## src/rtl/link_arbiter.sv

```systemverilog
`default_nettype none
// ============================================================================
// link_arbiter: round-robin, packet-locking arbiter feeding a 2-stage link pipe
// Rev 1.0
// ============================================================================
module link_arbiter #(
  parameter int DATA_WIDTH = 32,
  parameter int NUM_REQ    = 4
) (
  input  logic                          clk,
  input  logic                          rst,
  input  logic [NUM_REQ-1:0]            req_valid,
  input  logic [NUM_REQ*DATA_WIDTH-1:0] req_data,
  input  logic [NUM_REQ-1:0]            req_last,
  output logic [NUM_REQ-1:0]            req_ready,
  output logic                          out_valid,
  output logic [DATA_WIDTH-1:0]         out_data,
  output logic                          out_last,
  input  logic                          out_ready,
  output logic [1:0]                    grant_id,
  output logic                          busy
);

  typedef enum logic [0:0] {
    ST_IDLE   = 1'b0,
    ST_LOCKED = 1'b1
  } state_t;

  state_t                state_q, state_d;
  logic [1:0]            ptr_q, ptr_d;
  logic [1:0]            owner_q, owner_d;
  logic [1:0]            grant_q, grant_d;
  logic                  v1_q, v1_d, v2_q, v2_d;
  logic                  l1_q, l1_d, l2_q, l2_d;
  logic [DATA_WIDTH-1:0] d1_q, d1_d, d2_q, d2_d;

  logic                  enable;
  logic                  found;
  logic                  accept;
  logic [1:0]            pick;
  logic [1:0]            sel;
  logic                  sel_last;
  logic [DATA_WIDTH-1:0] sel_data;

  // Arbitration and handshake; ready is held low throughout reset.
  always_comb begin
    enable   = !v2_q || out_ready;
    found    = 1'b0;
    pick     = ptr_q;
    req_ready = '0;
    sel_data = '0;
    sel_last = 1'b0;

    for (int k = 0; k < NUM_REQ; k++) begin
      if (!found && req_valid[ptr_q + 2'(k)]) begin
        found = 1'b1;
        pick  = ptr_q + 2'(k);
      end
    end

    sel = (state_q == ST_LOCKED) ? owner_q : pick;

    if (!rst) begin
      if (state_q == ST_LOCKED) begin
        req_ready[owner_q] = enable;
      end else if (found) begin
        req_ready[pick] = enable;
      end
    end

    accept = |(req_ready & req_valid);

    for (int i = 0; i < NUM_REQ; i++) begin
      if (sel == 2'(i)) begin
        sel_data = req_data[i*DATA_WIDTH +: DATA_WIDTH];
        sel_last = req_last[i];
      end
    end
  end

  always_comb begin
    state_d = state_q;
    ptr_d   = ptr_q;
    owner_d = owner_q;
    grant_d = grant_q;
    v1_d    = v1_q;
    d1_d    = d1_q;
    l1_d    = l1_q;
    v2_d    = v2_q;
    d2_d    = d2_q;
    l2_d    = l2_q;

    if (enable) begin
      v1_d = accept;
      if (accept) begin
        d1_d = sel_data;
        l1_d = sel_last;
      end
      v2_d = v1_q;
      d2_d = d1_q;
      l2_d = l1_q;
    end

    if (accept) begin
      case (state_q)
        ST_IDLE: begin
          grant_d = pick;
          if (sel_last) begin
            ptr_d = pick + 2'd1;
          end else begin
            state_d = ST_LOCKED;
            owner_d = pick;
          end
        end
        ST_LOCKED: begin
          if (sel_last) begin
            state_d = ST_IDLE;
            ptr_d   = owner_q + 2'd1;
          end
        end
        default: state_d = ST_IDLE;
      endcase
    end
  end

  always_ff @(posedge clk or posedge rst) begin
    if (rst) begin
      state_q <= ST_IDLE;
      ptr_q   <= '0;
      owner_q <= '0;
      grant_q <= '0;
      v1_q    <= 1'b0;
      d1_q    <= '0;
      l1_q    <= 1'b0;
      v2_q    <= 1'b0;
      d2_q    <= '0;
      l2_q    <= 1'b0;
    end else begin
      state_q <= state_d;
      ptr_q   <= ptr_d;
      owner_q <= owner_d;
      grant_q <= grant_d;
      v1_q    <= v1_d;
      d1_q    <= d1_d;
      l1_q    <= l1_d;
      v2_q    <= v2_d;
      d2_q    <= d2_d;
      l2_q    <= l2_d;
    end
  end

  assign out_valid = v2_q;
  assign out_data  = d2_q;
  assign out_last  = l2_q;
  assign grant_id  = grant_q;
  assign busy      = (state_q == ST_LOCKED) || v1_q || v2_q;

endmodule
`default_nettype wire
```

## config.mk

```make
export PLATFORM = sky130hd
export DESIGN_NAME = link_arbiter
export DESIGN_NICKNAME = d
export VERILOG_FILES = /design/src/rtl/link_arbiter.sv
export SDC_FILE = /design/constraint.sdc
export NUM_CORES = 1
export LEC_CHECK = 0
export BUFFER_PORTS_ARGS = -buffer_cell sky130_fd_sc_hd__buf_2
export CAP_MARGIN = 40
export CORE_UTILIZATION = 30
export CTS_CLUSTER_DIAMETER = 50
export CTS_CLUSTER_SIZE = 16
export DETAILED_ROUTE_END_ITERATION = 6
export PLACE_DENSITY = 0.57
export SYNTH_ARGS = -nofsm -noshare
export SYNTH_HDL_FRONTEND = slang
export SYNTH_SLANG_ARGS = --single-unit
export TNS_END_PERCENT = 20
```

## constraint.sdc

```tcl
create_clock -name clk -period 4.2 [get_ports clk]
set_clock_uncertainty 0.15 [all_clocks]
set_input_delay 0.84 -clock clk [delete_from_list [all_inputs] [get_ports clk]]
set_output_delay 0.84 -clock clk [all_outputs]
set_load 0.05 [all_outputs]
```

# After elaboration in Yosys (flattened, before gate mapping)
# Index checks and enable logic that the tools add are counted.
# W data, S select, Z words.
[word_totals]
regBits = 75
latchBits = 0
ramBits = 0
rom_bits = 0
input_bits = 139
output_inout_bits = 41
word_cells = 86
n_memories = 0
[classes]
n_addsub = 5
multipliers = 0
div_mod_pow = 0
n_lt_le_gt_ge = 8
n_eq_ne = 5
shifts = 0
mux = 35
bitwise = 5
reduce_logical = 18
[op_table]
columns = ["cell", "count"]
rows = [
  ["$mux W32", 4],
  ["$lt A2 B3 Y1 const B", 6],
  ["$mux W1", 15],
  ["$and A4 B4 Y4", 3],
  ["$mux W2", 6],
  ["$mux W4", 3],
  ["$bmux W1 S2", 4],
  ["$add A2 B1 Y2 const B", 3],
  ["$reduce_and A3 Y1", 2],
  ["$logic_and A1 B1 Y1", 5],
  ["$add A2 B2 Y2 const B", 2],
  ["$demux W1 S2", 2],
  ["$eq A2 B2 Y1 const B", 2],
  ["$ge A2 B1 Y1 const B", 2],
  ["$logic_not A1 Y1", 4],
  ["$pmux W2 S2", 1],
  ["$reduce_and A2 Y1", 2],
  ["$reduce_or A4 Y1", 1],
  ["$logic_or A1 B1 Y1", 3],
  ["$eq A2 B1 Y1 const B", 1],
  ["$logic_not A2 Y1", 1],
  ["$ne A2 B1 Y1 const B", 1],
  ["$ne A2 B2 Y1 const B", 1],
  ["$not A1 Y1", 2],
]

# Longest topological paths before layout
# Gate-level depths: netlist of the first run.
[depth]
word_depth = 23
depth_mapped = 16
ltp_nobuf = 12

# Worst setup path before layout of the first run
# OpenSTA, ideal clock, no wires.
[synth_path]
path_type = "input to output"
start = "in rst"
end = "out req_ready[3]"
t_arrival_ns = 3.466
t_required_ns = 3.210
setup_slack_ns = -0.256
path_stages = 3
n_path_buf = 0
cell_sequence = "inv_1 > a32oi_1 > a21oi_1"
[synth_between]
elab_chain_len = 1
[synth_lines]
columns = ["item", "line", "text"]
rows = [
  ["from (decl)", "11", "input logic rst,"],
  ["$mux W4", "63", "if (!rst) begin"],
  ["to (decl)", "15", "output logic [NUM_REQ-1:0] req_ready,"],
]
# No other way between the ends.

# Worst setup path after layout of the first run
[layout_path]
start = "in req_valid[3]"
end = "reg ptr_q[1]"
[layout_between]
elab_chain_len = 23
elab_cells_between_ends = 47
cone_classes = "add/sub: 1; order compare: 2; eq/ne: 5; mux: 27; bitwise: 2; reduce/logical: 10"
[layout_lines]
columns = ["item", "line", "text"]
rows = [
  ["from (decl)", "12", "input logic [NUM_REQ-1:0] req_valid,"],
  ["$bmux W1 S2", "55", "if (!found && req_valid[ptr_q + 2'(k)]) begin"],
  ["$mux W1 (implied by the code)", "55", ""],
  ["$mux W1", "55", ""],
  ["$logic_not A1 Y1", "55", ""],
  ["$logic_and A1 B1 Y1", "55", ""],
  ["$mux W1", "55", ""],
  ["$logic_not A1 Y1", "55", ""],
  ["$logic_and A1 B1 Y1", "55", ""],
  ["[... 7 more ...]", "n/a", ""],
  ["$demux W1 S2", "67", "req_ready[pick] = enable;"],
  ["$and A4 B4 Y4 (no line)", "n/a", ""],
  ["$mux W4", "66", "end else if (found) begin"],
  ["$mux W4", "64", "if (state_q == ST_LOCKED) begin"],
  ["$mux W4", "63", ""],
  ["$and A4 B4 Y4", "71", "accept = |(req_ready & req_valid);"],
  ["$reduce_or A4 Y1", "71", ""],
  ["$reduce_and A3 Y1 (no line)", "n/a", ""],
  ["to (signal assigned)", "140", "ptr_q <= ptr_d;"],
  ["to (decl)", "30", "logic [1:0] ptr_q, ptr_d;"],
]
# Parallel ways exist; a longest one is shown, timed or not. The select of a mux whose other input is x is not followed.
# A chain may end at the register's enable or synchronous reset.

==> results of run 1 <==
-- cell families after synthesis --
logic type                 Yosys count
and+or+nand+nor                    200
AOI/OAI and AO/OA                  127
DFF                                 75
buffers and inverters               44
muxes                               39
adders and majority gates            4
-- registers in the layout, summed over array words and instances (netlist names) --
| register | flops |
|---|---|
| owner_q | 2 |
| d1_q | 32 |
| out_data | 32 |
| out_last | 1 |
| out_valid | 1 |
| v1_q | 1 |
| ptr_q | 2 |
| l1_q | 1 |
| state_q | 1 |
| grant_id | 2 |
-- per-layer routing --
layer | up-vias | track usage | share of wire
met1 | 1780 | 0.208 | 0.47
met3 | 11 | 0.0409 | 0.056
met2 | 121 | 0.257 | 0.46
li1 | 1993 | - | -
met5 | - | 0 | 0
met4 | 0 | 0.0502 | 0.011
-- worst min-delay path by stage --
stage	start	endpoint	slack, ns	depth (start not counted)
floorplan	d1_q[31]	out_data[31]	0.29	2
global placement	out_data[6]	out_data[6]	0.30	2
detailed placement	out_data[3]	out_data[3]	0.30	2
CTS	out_data[3]	out_data[3]	0.31	2
global route	out_data[25]	out_data[25]	0.34	2
finish	out_data[3]	out_data[3]	0.31	2
-- cell type report --
class	count	share of cell area
clock buffer	10	0.0406
inverter	5	0.00399
clock inverter	6	0.0157
sequential	75	0.332
tap	180	0.0399
multi-input combinational	370	0.391
timing repair buffer	191	0.177
-- where the power goes --
part / switching [µW] / internal [µW]
clock network: 299 / 521
registers: 214 / 1050
logic: 1800 / 1110
total: 2320 / 2680
-- through the flow --
stage	area (µm²)	utilization	hold WS, ns	total power (µW)
after detailed placement	5330	0.384	0.301	4220
after global placement	5310	0.382	0.296	4150
after global routing	5650	0.407	0.337	5400
after CTS	5650	0.407	0.314	5060
final	5650	0.407	0.309	5000
after floorplan	4280	-	0.291	3580
-- critical path, cell delays in order --
cell      delay (ns)
buf_2           0.16
nand3b_1        0.13
o31ai_1         0.07
o31ai_1         0.29
or2_2           0.20
o21ai_0         0.16
inv_1           0.13
ha_2            0.52
o21bai_1        0.21
nand2_1         0.10
a21oi_1         0.23
mux2_2          0.37
-- synth_stat cells (all sizes together), types with 2 or more instances --
master and n:
nand2 137, dfrtp 75, o21ai 41, a21oi 40
mux2 36, nor2 36, a22oi 31, clkbuf 30
buf 9, nand2b 7, nor2b 7, inv 5
ha 4, mux2i 3, nand3b 3, a21o 2
nand3 2, nor3 2, o21a 2, o31ai 2
o32ai 2
-- placed cells by master (no fill, tap or decap), types with 2 or more instances in the layout --
master	instances
a21o_1	2
a21oi_1	40
a22oi_1	31
buf_2	179
buf_4	11
bufinv_16	2
clkbuf_16	9
clkinvlp_4	3
dfrtp_1	75
ha_1	2
ha_2	2
inv_1	4
mux2_2	9
mux2_4	27
mux2i_1	3
nand2_1	137
nand2b_1	6
nand3_1	2
nand3b_1	3
nor2_1	36
nor2b_1	5
nor3_1	2
o21a_1	2
o21ai_0	38
o21ai_1	2
o31ai_1	2
o32ai_1	2
==> metrics.md, run 1 <==
| Metric | Value |
|---|---|
| Endpoints failing setup | `0` |
| Post-synthesis mux area share | `0.125` |
| CP Data Arrival Time | `3.41 ns` |
| Leak | `0.00292 µW` |
| Bufs on Longest Clock Path | `2` |
| Worst-Skew Late Latency | `0.33 ns` |
| Total GRT Usage | `0.160` |
| CTS buffer count | `9` |
| Synth async-reset ratio | `1.00` |
| PD cells | `approximately 890 nW/µm²` |
| Detailed-router iteration count before antenna repair | `4` |
| Post-synthesis register bit count | `75` |
| Synth cell types | `40` |
| Pre-CTS WS | `0.528 ns` |
| Max-slew violations | `0` |
| CP Capture Point | `ptr_q[1]` |
| Syn_area_per_cell | `8.75 µm²` |
| Startpoint types | `input pin` |
| Layout cells sized above 1 | `0.384` |
| Slew @ Worst Pin | `0.637 ns` |
| Syn_nets | `632` |
| Grt ovf | `0` |
| Largest family of logic cells by synthesized area | `simple AND/OR/NAND/NOR gates` |
| Routed WL | `11.5 mm` |
| Row count | `43` |
| CTS tree | `built` |
| # Post-CTS Setup Buffers | `0` |
| Worst Setup SP | `req_valid[3]` |
| FF-to-FF Start | `ptr_q[1]` |
| Area leader, netlist | `dfrtp_1` |
| Post-CTS Resized | `0` |
| Die area | `14,800 µm²` |
| Register-to-register setup slack | `roughly 1.0 ns` |
| DP Cell Count | `821` |
| Main synth FF type | `dfrtp_1` |
| Top post-synthesis cells by area | `dfrtp_1, nand2_1, mux2_4, a22oi_1, a21oi_1` |
| Mapped Area | `4280 µm²` |
| Final hold viol count | `0` |
| Die Wd | `121 µm` |
| H-tree levels | `3` |
| Post-DP HPWL | `about 8.6 mm` |
| Run status | `completed` |
| HP Class | `register to register` |
| Worst setup EP type | `register` |
| Vias per inst | `around 4.7` |
| Initial DRC Count | `175` |
| Unrepaired setup endpoints after global routing | `false` |
| Worst-path clk slew | `0.06 ns` |
| Final Cycle Share | `0.799` |
| Fin crit period | `3.35 ns` |
| Initial Util | `0.308` |
| Total negative slack | `0 ns` |
| Synth Area in Simple Gates | `0.192` |
| Register area | `between 1500 and 2000 µm²` |
| Max Cap Viol | `0` |
| Xor/xnor cell area share of the yosys netlist | `0` |
| Largest net degree at the start of global routing | `40` |
| CTS sink cnt | `75` |
| Detail Route Antenna Nets | `0` |
| Area grow syn2layout | `31.9%` |
| Maximum clock rate | `0.298 GHz` |
| Post-synthesis sequential area ratio | `0.438` |
| Die Ht | `~120 µm` |
| Synthesized-area fraction occupied by adder cells | `0.0117` |
| EDFF count, synth | `0` |
| Vias in the first global route | `3,694` |
| Routed len/inst | `13.7 µm` |
| Gate Count Post-Synth | `489` |
| Yosys Warn Count | `0` |
| Critical Path Fanout Max | `31` |
| RR Endpoint | `ptr_q[1]` |
| Area taken by multi-input logic gates | `2200 µm²` |
| Area of the core | `between 10,000 and 15,000 µm²` |
| Io pins | `180` |
| DR DRC count | `0` |
| Slew Limit Headroom | `0.575` |
| Hold-fix buffers, CTS | `0` |
| ANT cells | `0` |
| Routability cong. | `roughly 0.82` |
| First-pass GRT wire length | `18.2 mm` |
| CP Data Required Time | `4.26 ns` |
| Non-filler cells, final | `837` |
| Maximum vdd drop | `0.000299 V` |
| Root Driver | `clkbuf_16` |
| Port Buf Inserts | `179` |
| Final WS setup | `0.845 ns` |
| Vias | `3,905` |
| Compound-cell area share of the yosys netlist | `0.182` |
| Yosys top cell area share | `0.438` |
| Final net count | `795` |
| Fill cells | `1,414` |
| Crit Path Class | `input pin to register` |
| Initial antenna violation count | `0` |
| Reg2reg path depth | `11` |
Note: power is estimated with default switching activity, not from simulation.
==> run 2, diff against run 1 <==
clock period = 3.2 ns   (was 4.2 ns; I/O delays follow)
==> run 2 against run 1 <==
Combinational power rose by 39%. Core utilization rose by 1.5 points. Clock power rose by 43%. Largest cell class unchanged.
==> metrics.md, run 2 (synthesis results as in run 1) <==
| Metric | Value |
|---|---|
| Run status | `completed` |
| Port Buf Inserts | `179 (unchanged)` |
| CP Data Arrival Time | `3.13 ns (-0.28 ns)` |
| Area after DPL | `5470 µm² (+2.7%)` |
| CP Data Required Time | `3.26 ns (-1.00 ns)` |
| CTS buffer count | `9 (unchanged)` |
| Area of the core | `13,900 µm² (unchanged)` |
| Vias per inst | `4.71 (+0.92%)` |
| Detailed-router iteration count before antenna repair | `4 (unchanged)` |
| Endpoints failing setup | `0 (unchanged)` |
| Final hold viol count | `0 (unchanged)` |
| Worst-path clk slew | `0.06 ns (about the same)` |
| Worst setup EP type | `register` |
| Area grow syn2layout | `36.7%` |
| Crit Path Class | `input pin to register` |
| Slew @ Worst Pin | `0.463 ns (-0.174 ns)` |
| Most common cell after layout, fill and taps aside | `buf_2` |
| Worst-Skew Late Latency | `0.32 ns (about the same)` |
| Slew Limit Headroom | `0.691 (+0.116)` |
| Initial antenna violation count | `0 (unchanged)` |
| Hold-fix buffers, CTS | `0 (unchanged)` |
| Largest net degree at the start of global routing | `43 (+7.5%)` |
| Die Wd | `121 µm (unchanged)` |
| Bufs on Longest Clock Path | `2 (unchanged)` |
| Max-slew violations | `0 (unchanged)` |
| PD cells | `1180 nW/µm² (+33%)` |
| H-tree levels | `3 (unchanged)` |
| HP Class | `register to register` |
| Initial DRC Count | `163 (-6.9%)` |
| Post-CTS Resized | `0 (unchanged)` |
| Maximum clock rate | `between 0.3 and 0.4 GHz` |
| CTS tree | `built` |
| Detail Route Antenna Nets | `0 (unchanged)` |
| Root Driver | `clkbuf_16` |
| Post-DP HPWL | `9.00 mm (+4.3%)` |
| # Post-CTS Setup Buffers | `0 (unchanged)` |
| First-pass GRT wire length | `18.9 mm (+3.8%)` |
| Layout cells sized above 1 | `0.408 (+0.0248)` |
| Final net count | `809 (+1.8%)` |
| ANT cells | `0 (unchanged)` |
| Fin crit period | `3.07 ns` |
| Unrepaired setup endpoints after global routing | `true` |
| Vias | `4,007 (+2.6%)` |
| Grt peak-use layer | `met2` |
| Leak | `0.00302 µW (+3.3%)` |
| Commonest cells after routing, fill and taps aside | `buf_2, nand2_1, dfrtp_1, a21oi_1, o21ai_0` |
| Met3 Track Usage GR | `0.0338 (-0.00705)` |
| Met1 GRT Util | `0.212 (+0.00356)` |
| Die Ht | `121 µm (unchanged)` |
| Vias in the first global route | `3,831 (+3.7%)` |
| Startpoint types | `input pin` |
| DP Cell Count | `835 (+1.7%)` |
| Initial Util | `0.308 (unchanged)` |
| Routability cong. | `0.793 (-3.6%)` |
| Total GRT Usage | `0.166 (+0.00597)` |
| DR DRC count | `0 (unchanged)` |
| Fill cells | `1,407 (-0.50%)` |
| Routed len/inst | `13.9 µm (+1.8%)` |
| CTS sink cnt | `75 (unchanged)` |
| Die area | `14,800 µm² (unchanged)` |
| Routed WL | `11.9 mm (+3.5%)` |
| Final instance area | `5850 µm² (+3.6%)` |
| Total negative slack | `0 ns (unchanged)` |
| Met2 usage | `0.279 (+0.0227)` |
| Io pins | `180 (unchanged)` |
| Non-filler cells, final | `851 (+1.7%)` |
| Grt ovf | `0 (unchanged)` |
| Row count | `43 (unchanged)` |
| Critical Path Fanout Max | `5 (-84%)` |
| Max Cap Viol | `0 (unchanged)` |
| Worst hold margin | `0.313 ns (+0.00376 ns)` |
| Maximum vdd drop | `0.000401 V (+34%)` |
| Final Cycle Share | `0.960` |
-- run 2: cell types whose count changed in the layout (fill, tap and decap cells not counted), sizes merged --
cell      previous run  this run
buf                191       205
bufinv               2         3
clkinv               1         0
clkinvlp             3         4
inv                  5         4
-- run 2: worst paths after layout --
check | start | to | slack [ns] | cells after the start
setup / recovery | req_valid[2] | owner_q[1] | 0.13 | 13
hold / removal | out_data[30] | out_data[30] | 0.31 | 2
setup reg to reg | ptr_q[1] | owner_q[1] | 0.20 | 11
hold reg to reg | out_data[30] | out_data[30] | 0.31 | 2
max in group asynchronous | rst | d1_q[14] | 1.97 | 4
min in group asynchronous | rst | grant_id[1] | 0.35 | 3
-- run 2: stage by stage --
stage | setup WS, ns | utilization | power, µW
2_1_floorplan | -0.176 | - | 4730
3_3_place_gp | -0.109 | 0.393 | 5620
3_5_place_dp | -0.183 | 0.394 | 5730
4_1_cts | 0.146 | 0.420 | 6940
5_1_grt | -0.0903 | 0.421 | 7440
6_report | 0.127 | 0.421 | 6880
-- run 2: where the power goes --
part / total [µW] / switching, µW / internal (µW)
Combinational: 4040 / 2440 / 1600
Clock: 1170 / 386 / 783
Sequential: 1670 / 282 / 1390
-- run 2: area by class of cell --
type                    count  area, µm²  share of cell area
clock buffers              10        239              0.0409
clock inverters             6        113              0.0193
inverters                   5       22.5             0.00385
multi-input cells         370       2240               0.382
flip-flops and latches     75       1880               0.321
well taps                 180        225              0.0385
repair buffers            205       1140               0.194
-- run 2: critical path, cell delays in order --
cell and delay, ns:
buf_2 0.13, nor2b_1 0.14, o21ai_0 0.21, o31ai_2 0.12
or2_2 0.30, o21ai_0 0.17, ha_1 0.29, nor2b_2 0.08
a221oi_1 0.24, o21bai_1 0.12, a21o_1 0.21, a21oi_1 0.14
mux2_2 0.35
-- run 2: layer usage --
| layer | up-vias | wire (µm) |
|---|---|---|
| met3 | 6 | 642 |
| met2 | 121 | 5820 |
| met5 | - | 0 |
| li1 | 2021 | - |
| met1 | 1859 | 5320 |
| met4 | 0 | 71 |
==> run 3, diff against run 2 <==
ABC_AREA = 1   (was unset)
GPL_TIMING_DRIVEN = 0   (was unset)
==> run 3 against run 2 <==
Die area grew 3.5%. Via count grew 20%. Routed wire length grew 23%. Maximum frequency grew 0.26%. Area after synthesis grew 3.5%.
==> metrics.md, run 3 <==
| Metric | Value |
|---|---|
| Detail Route Antenna Nets | `0 (unchanged)` |
| Cell with the most instances after synthesis | `nand2_1` |
| Final Cycle Share | `0.958 (-0.00249)` |
| Vias in the first global route | `4,653 (+21%)` |
| Top post-synthesis cells by area | `dfrtp_1, nand2_1, o21ai_0, nand3_1, a21oi_1` |
| EDFF count, synth | `0 (unchanged)` |
| Io pins | `180 (unchanged)` |
| Initial DRC Count | `175 (+7.4%)` |
| Synthesized-area fraction occupied by adder cells | `0.0113 (-0.000399)` |
| Hold-fix buffers, CTS | `0 (unchanged)` |
| Synth Area in Simple Gates | `0.304 (+0.112)` |
| Worst-path clk slew | `0.06 ns (about the same)` |
| Worst setup EP type | `output port` |
| CTS buffer count | `9 (unchanged)` |
| Worst-Skew Late Latency | `0.33 ns (about the same)` |
| Crit Path Class | `register to output port` |
| Max Cap Viol | `0 (unchanged)` |
| Slew Limit Headroom | `0.666 (-0.0248)` |
| Grt ovf | `0 (unchanged)` |
| Area leader, netlist | `dfrtp_1` |
| Final hold viol count | `0 (unchanged)` |
| Yosys top cell area share | `0.423 (-0.0150)` |
| Initial antenna violation count | `0 (unchanged)` |
| H-tree levels | `3 (unchanged)` |
| Bufs on Longest Clock Path | `2 (unchanged)` |
| HP Class | `input pin to asynchronous set/reset pin` |
| Register area | `1880 µm² (about the same)` |
| Vias per inst | `4.67 (-0.92%)` |
| Die area | `15,300 µm² (+3.5%)` |
| Largest family of logic cells by synthesized area | `simple AND/OR/NAND/NOR gates` |
| Row count | `44 (+2.3%)` |
| Endpoints failing setup | `0 (unchanged)` |
| Worst hold margin | `0.185 ns (-0.128 ns)` |
| Most frequent CP cell | `nand2_4` |
| CTS tree | `built` |
| Initial Util | `0.306 (-0.00228)` |
| Vias | `4,791 (+20%)` |
| Routed len/inst | `14.2 µm (+2.3%)` |
| Synth cell types | `24 (-40%)` |
| Post-DP HPWL | `11.3 mm (+26%)` |
| Register-to-register setup slack | `0.15 ns (-0.05 ns)` |
| Yosys Warn Count | `0 (unchanged)` |
| Routed WL | `14.6 mm (+23%)` |
| Routability cong. | `0.850 (+7.1%)` |
| DR DRC count | `0 (unchanged)` |
| CP Data Arrival Time | `2.27 ns (-0.86 ns)` |
| Post-synthesis sequential area ratio | `0.423 (-0.0150)` |
| Gate Count Post-Synth | `641 (+31%)` |
| Largest net degree at the start of global routing | `54 (+26%)` |
| Port Buf Inserts | `179 (unchanged)` |
| Unrepaired setup endpoints after global routing | `true` |
| Final instance area | `6270 µm² (+7.3%)` |
| Die Wd | `124 µm (+1.7%)` |
| CP Data Required Time | `2.41 ns (-0.85 ns)` |
| Root Driver | `clkbuf_16` |
| First-pass GRT wire length | `23.0 mm (+22%)` |
| Total GRT Usage | `0.197 (+0.0310)` |
| Die Ht | `124 µm (+1.7%)` |
| Cell breakdown of the critical path | `inv_2 > buf_6 > nand2_2 > nand2_4 > nand2_2 > nand2_4 > nor2_4 > nand4_1 > nand3_2 > nand2_4 > nand2_4 > inv_2 > nor4_2 > buf_4` |
| Slew @ Worst Pin | `0.500 ns (+0.0372 ns)` |
| DP Cell Count | `1,005 (+20%)` |
| Layout cells sized above 1 | `0.344 (-0.0643)` |
| Detailed-router iteration count before antenna repair | `4 (unchanged)` |
| Area after DPL | `5590 µm² (+2.2%)` |
| Startpoint types | `register` |
| Final net count | `981 (+21%)` |
| Non-filler cells, final | `1,027 (+21%)` |
| Area taken by multi-input logic gates | `2360 µm² (+5.6%)` |
| Commonest cells after routing, fill and taps aside | `nand2_1, buf_2, dfrtp_1, o21ai_0, nand3_1` |
| Compound-cell area share of the yosys netlist | `0.174 (-0.00792)` |
| Mapped Area | `4430 µm² (+3.5%)` |
| Fill cells | `1,552 (+10%)` |
| Post-synth top cells | `nand2_1, o21ai_0, dfrtp_1, nand3_1, inv_1` |
| Run status | `completed` |
| Xor/xnor cell area share of the yosys netlist | `0 (unchanged)` |
| Maximum clock rate | `0.326 GHz (+0.26%)` |
| Post-synthesis mux area share | `0 (-0.125)` |
| Critical Path Fanout Max | `10 (+5)` |
| CTS sink cnt | `75 (unchanged)` |
| Delay of the slowest critical-path stage | `0.41 ns (+0.06 ns)` |
| Max-slew violations | `0 (unchanged)` |
| Synth async-reset ratio | `1.00 (unchanged)` |
| Slowest cell on crit path | `dfrtp_1` |
| Main synth FF type | `dfrtp_1` |
| Post-synthesis register bit count | `75 (unchanged)` |
| Syn_area_per_cell | `6.91 µm² (-21%)` |
| ANT cells | `0 (unchanged)` |
| Fin crit period | `3.06 ns (-0.00798 ns)` |
| Area grow syn2layout | `41.6%` |
| Area of the core | `14,500 µm² (+4.3%)` |
| Syn_nets | `784 (+24%)` |
| Most common cell after layout, fill and taps aside | `nand2_1` |
[run 3: cell types whose count changed after synthesis, sizes merged, moves of 6 or more]
cell / before / now
a21oi: 40 / 34
a22oi: 31 / 0
inv: 5 / 44
mux2: 36 / 0
nand2: 137 / 248
nand2b: 7 / 0
nand3: 2 / 54
nor2: 36 / 11
nor2b: 7 / 0
o21ai: 41 / 115
[run 3: timing repair]
action / in CTS / in global routing
cloned: 0 / 2
setup buffers: 4 / 5
resized for setup: 30 / 95
endpoints found under the setup margin: 38 / 41
pin swaps: 1 / 18
[run 3: path summary, 6_finish.rpt]
kind,cells past startpoint,start,to
max,14,ptr_q[0],req_ready[0]
min,2,rst,grant_id[0]
max reg2reg,21,ptr_q[0],d1_q[28]
min reg2reg,2,v1_q,out_valid
max in group asynchronous,3,rst,d1_q[22]
min in group clk,2,v1_q,out_valid
[run 3: worst max-delay path, delay by kind of cell (launching register included)]
| family | cells | cell delay, ns |
|---|---|---|
| AND/OR/NAND/NOR | 10 | 1.03 |
| buffers and inverters | 4 | 0.49 |
| flip-flops | 1 | 0.41 |
[run 3: cell families (layout without fill, tap and decap cells)]
logic type      Yosys count  count (layout)
compound gates          153             153
fa+ha+maj                 4               4
buf+inv                  88             290
flops                    75              75
simple gates            321             321
[run 3: routing by layer]
layer / track usage / share of wire / vias up
met5: 0 / 0 / -
met4: 0.0565 / 0.012 / 0
met3: 0.0369 / 0.054 / 17
met2: 0.312 / 0.47 / 145
met1: 0.271 / 0.47 / 2148
li1: - / - / 2481
[run 3: final cells by class]
type,count,share of cell area
multi-input cells,478,0.376
well taps,184,0.0367
clock inverters,5,0.0160
flip-flops and latches,75,0.299
repair buffers,191,0.164
inverters,45,0.0299
plain buffers,38,0.0393
clock buffers,11,0.0387
[run 3: through the flow]
| step | util | setup TNS (ns) | setup WS [ns] |
|---|---|---|---|
| after CTS | 0.417 | 0 | 0.00415 |
| after global routing | 0.433 | -0.537 | -0.0535 |
| after detailed placement | 0.386 | -28.55 | -1.09 |
| after floorplan | - | -0.509 | -0.509 |
| final | 0.433 | 0 | 0.135 |
| after global placement | 0.384 | -74.47 | -1.07 |
Power of run 3 is left out: the tool's default activity adds up to more than one toggle a clock period on the data nets, which glitch-free logic cannot reach.
